==> config.mk <==
export PLATFORM = sky130hd
export DESIGN_NAME = k10_sim_console
export DESIGN_NICKNAME = d
export VERILOG_FILES = /design/src/rtl/k10_sim_console.sv
export SDC_FILE = /design/constraint.sdc
export NUM_CORES = 1
export LEC_CHECK = 0
export CAP_MARGIN = 0
export CELL_PAD_IN_SITES_DETAIL_PLACEMENT = 1
export CELL_PAD_IN_SITES_GLOBAL_PLACEMENT = 1
export CORE_ASPECT_RATIO = 1.4
export CORE_MARGIN = 4
export CORE_UTILIZATION = 41
export DETAILED_ROUTE_END_ITERATION = 10
export HOLD_SLACK_MARGIN = 0.12
export PLACE_DENSITY_LB_ADDON = 0.25
export SYNTH_ARGS = -nofsm -noshare
export SYNTH_HDL_FRONTEND = slang
export SYNTH_SLANG_ARGS = --single-unit
==> constraint.sdc <==
create_clock -name i_clk -period 3.1 [get_ports i_clk]
set_input_delay 0.31 -clock i_clk [delete_from_list [all_inputs] [get_ports i_clk]]
set_output_delay 0.31 -clock i_clk [all_outputs]
set_load 0.1 [all_outputs]
==> src/rtl/k10_sim_console.sv <==
// k10_sim_console: queues console bytes and an end-of-test code, forwarding each
// as a single AXI4-Lite write to the simulation-controller register block.
module k10_sim_console #(
  parameter logic [31:0] BASE_ADDR = 32'h2000_0000,
  parameter int          DEPTH     = 8
) (
  input  logic        i_clk,
  input  logic        i_rst_n,
  input  logic        i_char_valid,
  input  logic [7:0]  i_char_data,
  output logic        o_char_ready,
  input  logic        i_end_valid,
  input  logic        i_end_pass,
  output logic        o_busy,
  output logic        o_halted,
  output logic        o_err,
  output logic [15:0] o_tx_count,
  output logic [31:0] m_axi_awaddr,
  output logic [2:0]  m_axi_awprot,
  output logic        m_axi_awvalid,
  input  logic        m_axi_awready,
  output logic [31:0] m_axi_wdata,
  output logic [3:0]  m_axi_wstrb,
  output logic        m_axi_wvalid,
  input  logic        m_axi_wready,
  input  logic [1:0]  m_axi_bresp,
  input  logic        m_axi_bvalid,
  output logic        m_axi_bready
);
  localparam int AW = $clog2(DEPTH);
  typedef enum logic [1:0] {IDLE, SEND, RESP, HALT} state_t;
  state_t        state_q, state_d;
  logic [7:0]    mem_q [DEPTH];
  logic [AW-1:0] wptr_q, wptr_d, rptr_q, rptr_d;
  logic [AW:0]   cnt_q, cnt_d;
  logic          end_pending_q, end_pending_d, end_pass_q, end_pass_d;
  logic          awvalid_q, awvalid_d, wvalid_q, wvalid_d, kind_q, kind_d;
  logic [31:0]   awaddr_q, awaddr_d, wdata_q, wdata_d;
  logic          err_q, err_d;
  logic [15:0]   tx_count_q, tx_count_d;
  logic          empty, full, push, pop, start, aw_done, w_done, b_done, end_accept;
  assign empty   = cnt_q == '0;
  assign full    = cnt_q == (AW+1)'(DEPTH);
  assign push    = i_char_valid && o_char_ready;
  assign pop     = state_q == IDLE && !empty;
  assign start   = state_q == IDLE && (!empty || end_pending_q);
  assign aw_done = !awvalid_q || m_axi_awready;
  assign w_done  = !wvalid_q || m_axi_wready;
  assign b_done  = state_q == RESP && m_axi_bvalid;
  assign m_axi_awaddr  = awaddr_q;
  assign m_axi_awprot  = 3'b000;
  assign m_axi_awvalid = awvalid_q;
  assign m_axi_wdata   = wdata_q;
  assign m_axi_wstrb   = 4'b1111;
  assign m_axi_wvalid  = wvalid_q;
  assign o_err         = err_q;
  assign o_tx_count    = tx_count_q;
  always_ff @(posedge i_clk or negedge i_rst_n)
    if (!i_rst_n) state_q <= IDLE;
    else state_q <= state_d;
  always_comb begin
    state_d = state_q;
    case (state_q)
      IDLE:    state_d = start ? SEND : IDLE;
      SEND:    state_d = (aw_done && w_done) ? RESP : SEND;
      RESP:    state_d = !m_axi_bvalid ? RESP : kind_q ? HALT : IDLE;
      default: state_d = HALT;
    endcase
  end
  always_comb begin
    o_halted     = state_q == HALT;
    o_char_ready = !full && !end_pending_q && state_q != HALT;
    o_busy       = !empty || state_q == SEND || state_q == RESP || end_pending_q;
    m_axi_bready = state_q == RESP;
  end
  // kind_q = 1 marks the END write; it is only chosen once the FIFO is empty
  always_comb begin
    wptr_d        = push ? wptr_q + AW'(1) : wptr_q;
    rptr_d        = pop ? rptr_q + AW'(1) : rptr_q;
    cnt_d         = cnt_q + (AW+1)'(push) - (AW+1)'(pop);
    awvalid_d     = start || (awvalid_q && !m_axi_awready);
    wvalid_d      = start || (wvalid_q && !m_axi_wready);
    kind_d        = start ? empty : kind_q;
    awaddr_d      = start ? (empty ? BASE_ADDR : BASE_ADDR + 32'd4) : awaddr_q;
    wdata_d       = start ? (empty ? {31'd0, end_pass_q} : {24'd0, mem_q[rptr_q]}) : wdata_q;
    end_accept    = i_end_valid && !end_pending_q && state_q != HALT;
    end_pending_d = end_accept || (end_pending_q && !(b_done && kind_q));
    end_pass_d    = end_accept ? i_end_pass : end_pass_q;
    err_d         = err_q || (b_done && m_axi_bresp != 2'b00);
    tx_count_d    = tx_count_q + 16'(b_done && !kind_q);
  end
  always_ff @(posedge i_clk)
    if (push) mem_q[wptr_q] <= i_char_data;
  always_ff @(posedge i_clk or negedge i_rst_n)
    if (!i_rst_n) begin
      wptr_q        <= '0;
      rptr_q        <= '0;
      cnt_q         <= '0;
      end_pending_q <= 1'b0;
      end_pass_q    <= 1'b0;
      awvalid_q     <= 1'b0;
      wvalid_q      <= 1'b0;
      kind_q        <= 1'b0;
      awaddr_q      <= '0;
      wdata_q       <= '0;
      err_q         <= 1'b0;
      tx_count_q    <= '0;
    end else begin
      wptr_q        <= wptr_d;
      rptr_q        <= rptr_d;
      cnt_q         <= cnt_d;
      end_pending_q <= end_pending_d;
      end_pass_q    <= end_pass_d;
      awvalid_q     <= awvalid_d;
      wvalid_q      <= wvalid_d;
      kind_q        <= kind_d;
      awaddr_q      <= awaddr_d;
      wdata_q       <= wdata_d;
      err_q         <= err_d;
      tx_count_q    <= tx_count_d;
    end
endmodule

==> impl_metrics.csv <==
group,metric,value,unit
timing,fin_setup_tns,0,ns
synth,synth.most_common_cell,"edfxtp_1",
cells_and_area,nets,427,
timing,max_clock_freq,403,MHz
power_and_ir_drop,ir_worst_vdd,0.000345,V
timing,rsz0062_at_grt,"false",
global_route,grt_pass1_wl,15500,um
floorplanning,die_area,0.0138,sq mm
timing,maxSlewHeadroom,33.2,%
detailed_routing,routed_wl,9780,um
cts,insertion_delay,0.35,ns
placed_design,port_buffers,50,
synth,yosys_warnings,0,
timing,post-route-period-util,80.0,%
critical_path,critical_path_class,"flip-flop to flip-flop",
synth,synth.top_cell.area_share,39.2,%
critical_path,crit_path_max_incr_delay,0.49,ns
floorplanning,pin_count,112,
critical_path,cp.required,3.34,ns
timing,timing.final.crit_period,2.48,ns
power_and_ir_drop,cellPowerDensity,982,mW/mm^2
cells_and_area,drive_gt1_share,12.4,%
global_route,antenna_found_initial,0,
run_status,status,"completed",
hold_path,hold_path.class,"primary input to asynchronous set/reset pin",
critical_path,r2r_start,"state_q[1]$_DFF_PN0_",
synth,synth_seq_cells,108,
critical_path,critPathCaptureType,"flip-flop",
power_and_ir_drop,clkPwrFrac,20.9,%
synth,syn-cell-area,0.00490,sq mm
floorplanning,row_count,47,
flow_run,maxCapViolations,0,
synth,synth_top_family_by_area,"buffers and inverters",
power_and_ir_drop,swShare,44.6,%
cells_and_area,design_area,0.00563,sq mm
critical_path,endpoint,"cnt_q[1]$_DFF_PN0_",
timing,tightest_slew,1.00,ns
synth,synth_commonest_cells,"edfxtp_1, buf_4, dfrtp_1",
placed_design,gp_congestion,0.707,
synth,synthCells,337,
floorplanning,die_h,137,um
cts,cts_setup_buffers,0,
placed_design,dpl_cell_area,0.00533,sq mm
cts,clock_sinks,108,
timing,setup_viol,0,
synth,yosysSeqAreaShare,61.7,%
cts,cts_made_buffers,9,
timing,finalMaxSlewViolations,0,
global_route,grt_max_degree,45,
cts,root_buffer,"clkbuf_16",
synth,synth-edff-count,64,
cells_and_area,n_antenna_cell,0,
synth,synthMuxAreaShare,9.04,%
timing,fin_skew,0.0105,ns
critical_path,startpoint,"state_q[1]$_DFF_PN0_",
cells_and_area,utilization,47.9,%
cts,clkSlewWorstSetupHoldPaths,0.08,ns
critical_path,crit_chain,"and2_4 -> a2111oi_4 -> inv_1 -> ha_1 -> inv_1 -> ha_1 -> inv_1 -> fa_1 -> inv_1",
detailed_routing,drtIter0Drc,82,
cells_and_area,area_delta_synth_final,14.8,%
power_and_ir_drop,sequentialPowerShare,37.2,%
detailed_routing,antenna_left,0,
floorplanning,core,0.0118,sq mm
cts,post_cts_resized,0,
cts,clk_path_buf_depth,2,
timing,hold_viol,0,
synth,synth-simple-area-share,7.25,%
synth,yosysUniqueCellTypes,39,
critical_path,timing.rr.end,"cnt_q[1]$_DFF_PN0_",
detailed_routing,vias,2657,
synth,synthArstFlopShare,40.7,%
power_and_ir_drop,p_comb_share,41.9,%
power_and_ir_drop,cellLeakagePower,2.34,nW
synth,synthXorXnorAreaFrac,3.57,%
synth,synth-adder-area-share,2.96,%
critical_path,worstPathArrival,2.72,ns
placed_design,hpwl,6960,um
critical_path,rr_worst_depth,9,
synth,synthTopCellsByArea,"edfxtp_1, dfrtp_1, buf_4, mux4_1, ha_1",
detailed_routing,drc_errors,0,
critical_path,reg2reg_slack,0.62,ns
power_and_ir_drop,power.internal,0.00306,W
power_and_ir_drop,power.switching,0.00246,W
global_route,globalRouteOverflowTotal,0,
synth,synth_compound_area_share,4.06,%
global_route,grt_pass1_vias,2890,
global_route,grt_use_total,14.8,%
critical_path,cp_slowest_cell,"a2111oi_4",
synth,synthFlopType,"edfxtp_1",
cts,ctsHoldBuffers,0,
critical_path,path_common_cell,"inv_1",
detailed_routing,first_pass_iters,4,
cts,htree_levels,3,
synth,synth_area_per_cell,14.5,sq um
floorplanning,start_util,41.7,%
power_and_ir_drop,power,0.00553,W
detailed_routing,wl_per_cell,17.8,um
timing,hold_slack,0.125,ns
critical_path,cp-start-kind,"flip-flop",
synth,synth_top_area_cell,"edfxtp_1",
critical_path,crit_fanout,8,
detailed_routing,viasPerCell,4.83,
cts,cts_tree,"done",
floorplanning,die_x,100,um
-- through the flow --
step | cells | setup slack [ns]
2_1_floorplan | 396 | 0.339
4_1_cts | 550 | 0.594
6_report | 550 | 0.619
3_3_place_gp | 534 | 0.602
5_1_grt | 550 | 0.442
3_5_place_dp | 534 | 0.569
-- worst min-delay path by stage --
| stage | from | endpoint |
|---|---|---|
| CTS | i_rst_n | o_tx_count[4]$_DFF_PN0_ |
| detailed placement | o_err$_DFF_PN0_ | o_err$_DFF_PN0_ |
| global placement | o_tx_count[15]$_DFF_PN0_ | o_tx_count[15]$_DFF_PN0_ |
| floorplan | i_rst_n | cnt_q[0]$_DFF_PN0_ |
| global route | i_rst_n | o_tx_count[1]$_DFF_PN0_ |
| finish | i_rst_n | o_tx_count[1]$_DFF_PN0_ |
-- flip-flops by register name, summed over array words and instances (netlist names) --
name	count
m_axi_wvalid	1
o_err	1
end_pending_q	1
wptr_q	3
state_q	2
m_axi_awvalid	1
end_pass_q	1
mem_q	64
m_axi_wdata	8
cnt_q	4
o_tx_count	16
kind_q	1
rptr_q	3
m_axi_awaddr	2
-- critical path, delay by kind of cell, from the launching register on --
kind / cells / cell delay [ns]
adder cells (fa/ha/maj): 3 / 0.93
AO/OA/AOI/OAI: 1 / 0.49
flip-flops: 1 / 0.46
buffers and inverters: 4 / 0.26
AND/OR/NAND/NOR: 1 / 0.22
-- cell usage in the layout, fill, tap and decap left out, types with 4 or more instances in the layout --
master	n
edfxtp_1	64
conb_1	61
dfrtp_1	44
clkdlybuf4s50_1	35
buf_4	25
nand2_1	18
nor2_1	18
and3_1	11
xnor2_1	11
mux4_1	11
nand3_1	10
ha_1	10
inv_1	9
xor2_1	9
clkbuf_16	9
nand2b_1	7
a221o_1	7
a21oi_1	5
nor3_1	4
mux4_2	4
-- power by group through the flow --
stage / clock network, W / logic, W / registers [W]
finish: 0.00115 / 0.00232 / 0.00205
global placement: 0 / 0.00228 / 0.00208
global route: 0.00125 / 0.00246 / 0.00210
detailed placement: 0 / 0.00234 / 0.00209
CTS: 0.00119 / 0.00234 / 0.00206
floorplan: 0 / 0.00140 / 0.00258
-- layer usage --
metal	GRT usage (%)	wire length, um	vias to the layer above	part of all wire, %
met2	26.5	5300	81	54
met3	3.34	558	14	5.7
li1	-	-	1212	-
met5	0	0	-	0
met1	17.7	3750	1350	38
met4	4.64	164	0	1.7
-- layout make-up --
type	instances	area, sq um
Clock inverter	7	71.3
Inverter	9	33.8
Clock buffer	9	225
Timing Repair Buffer	61	543
Sequential cell	108	3020
Tap cell	147	184
Fill cell	1207	6130
Multi-Input combinational cell	209	1550
-- cell families (layout without fill, tap and decap cells) --
family                   Yosys count  count (layout)
buffers and inverters             79              86
XOR/XNOR                          20              20
AO/OA/AOI/OAI                     23              23
multiplexers                      21              21
AND/OR/NAND/NOR                   73              73
adder cells (fa/ha/maj)           11              11
other                              2              61
flip-flops                       108             108
Power figures use the tool's default switching activity.
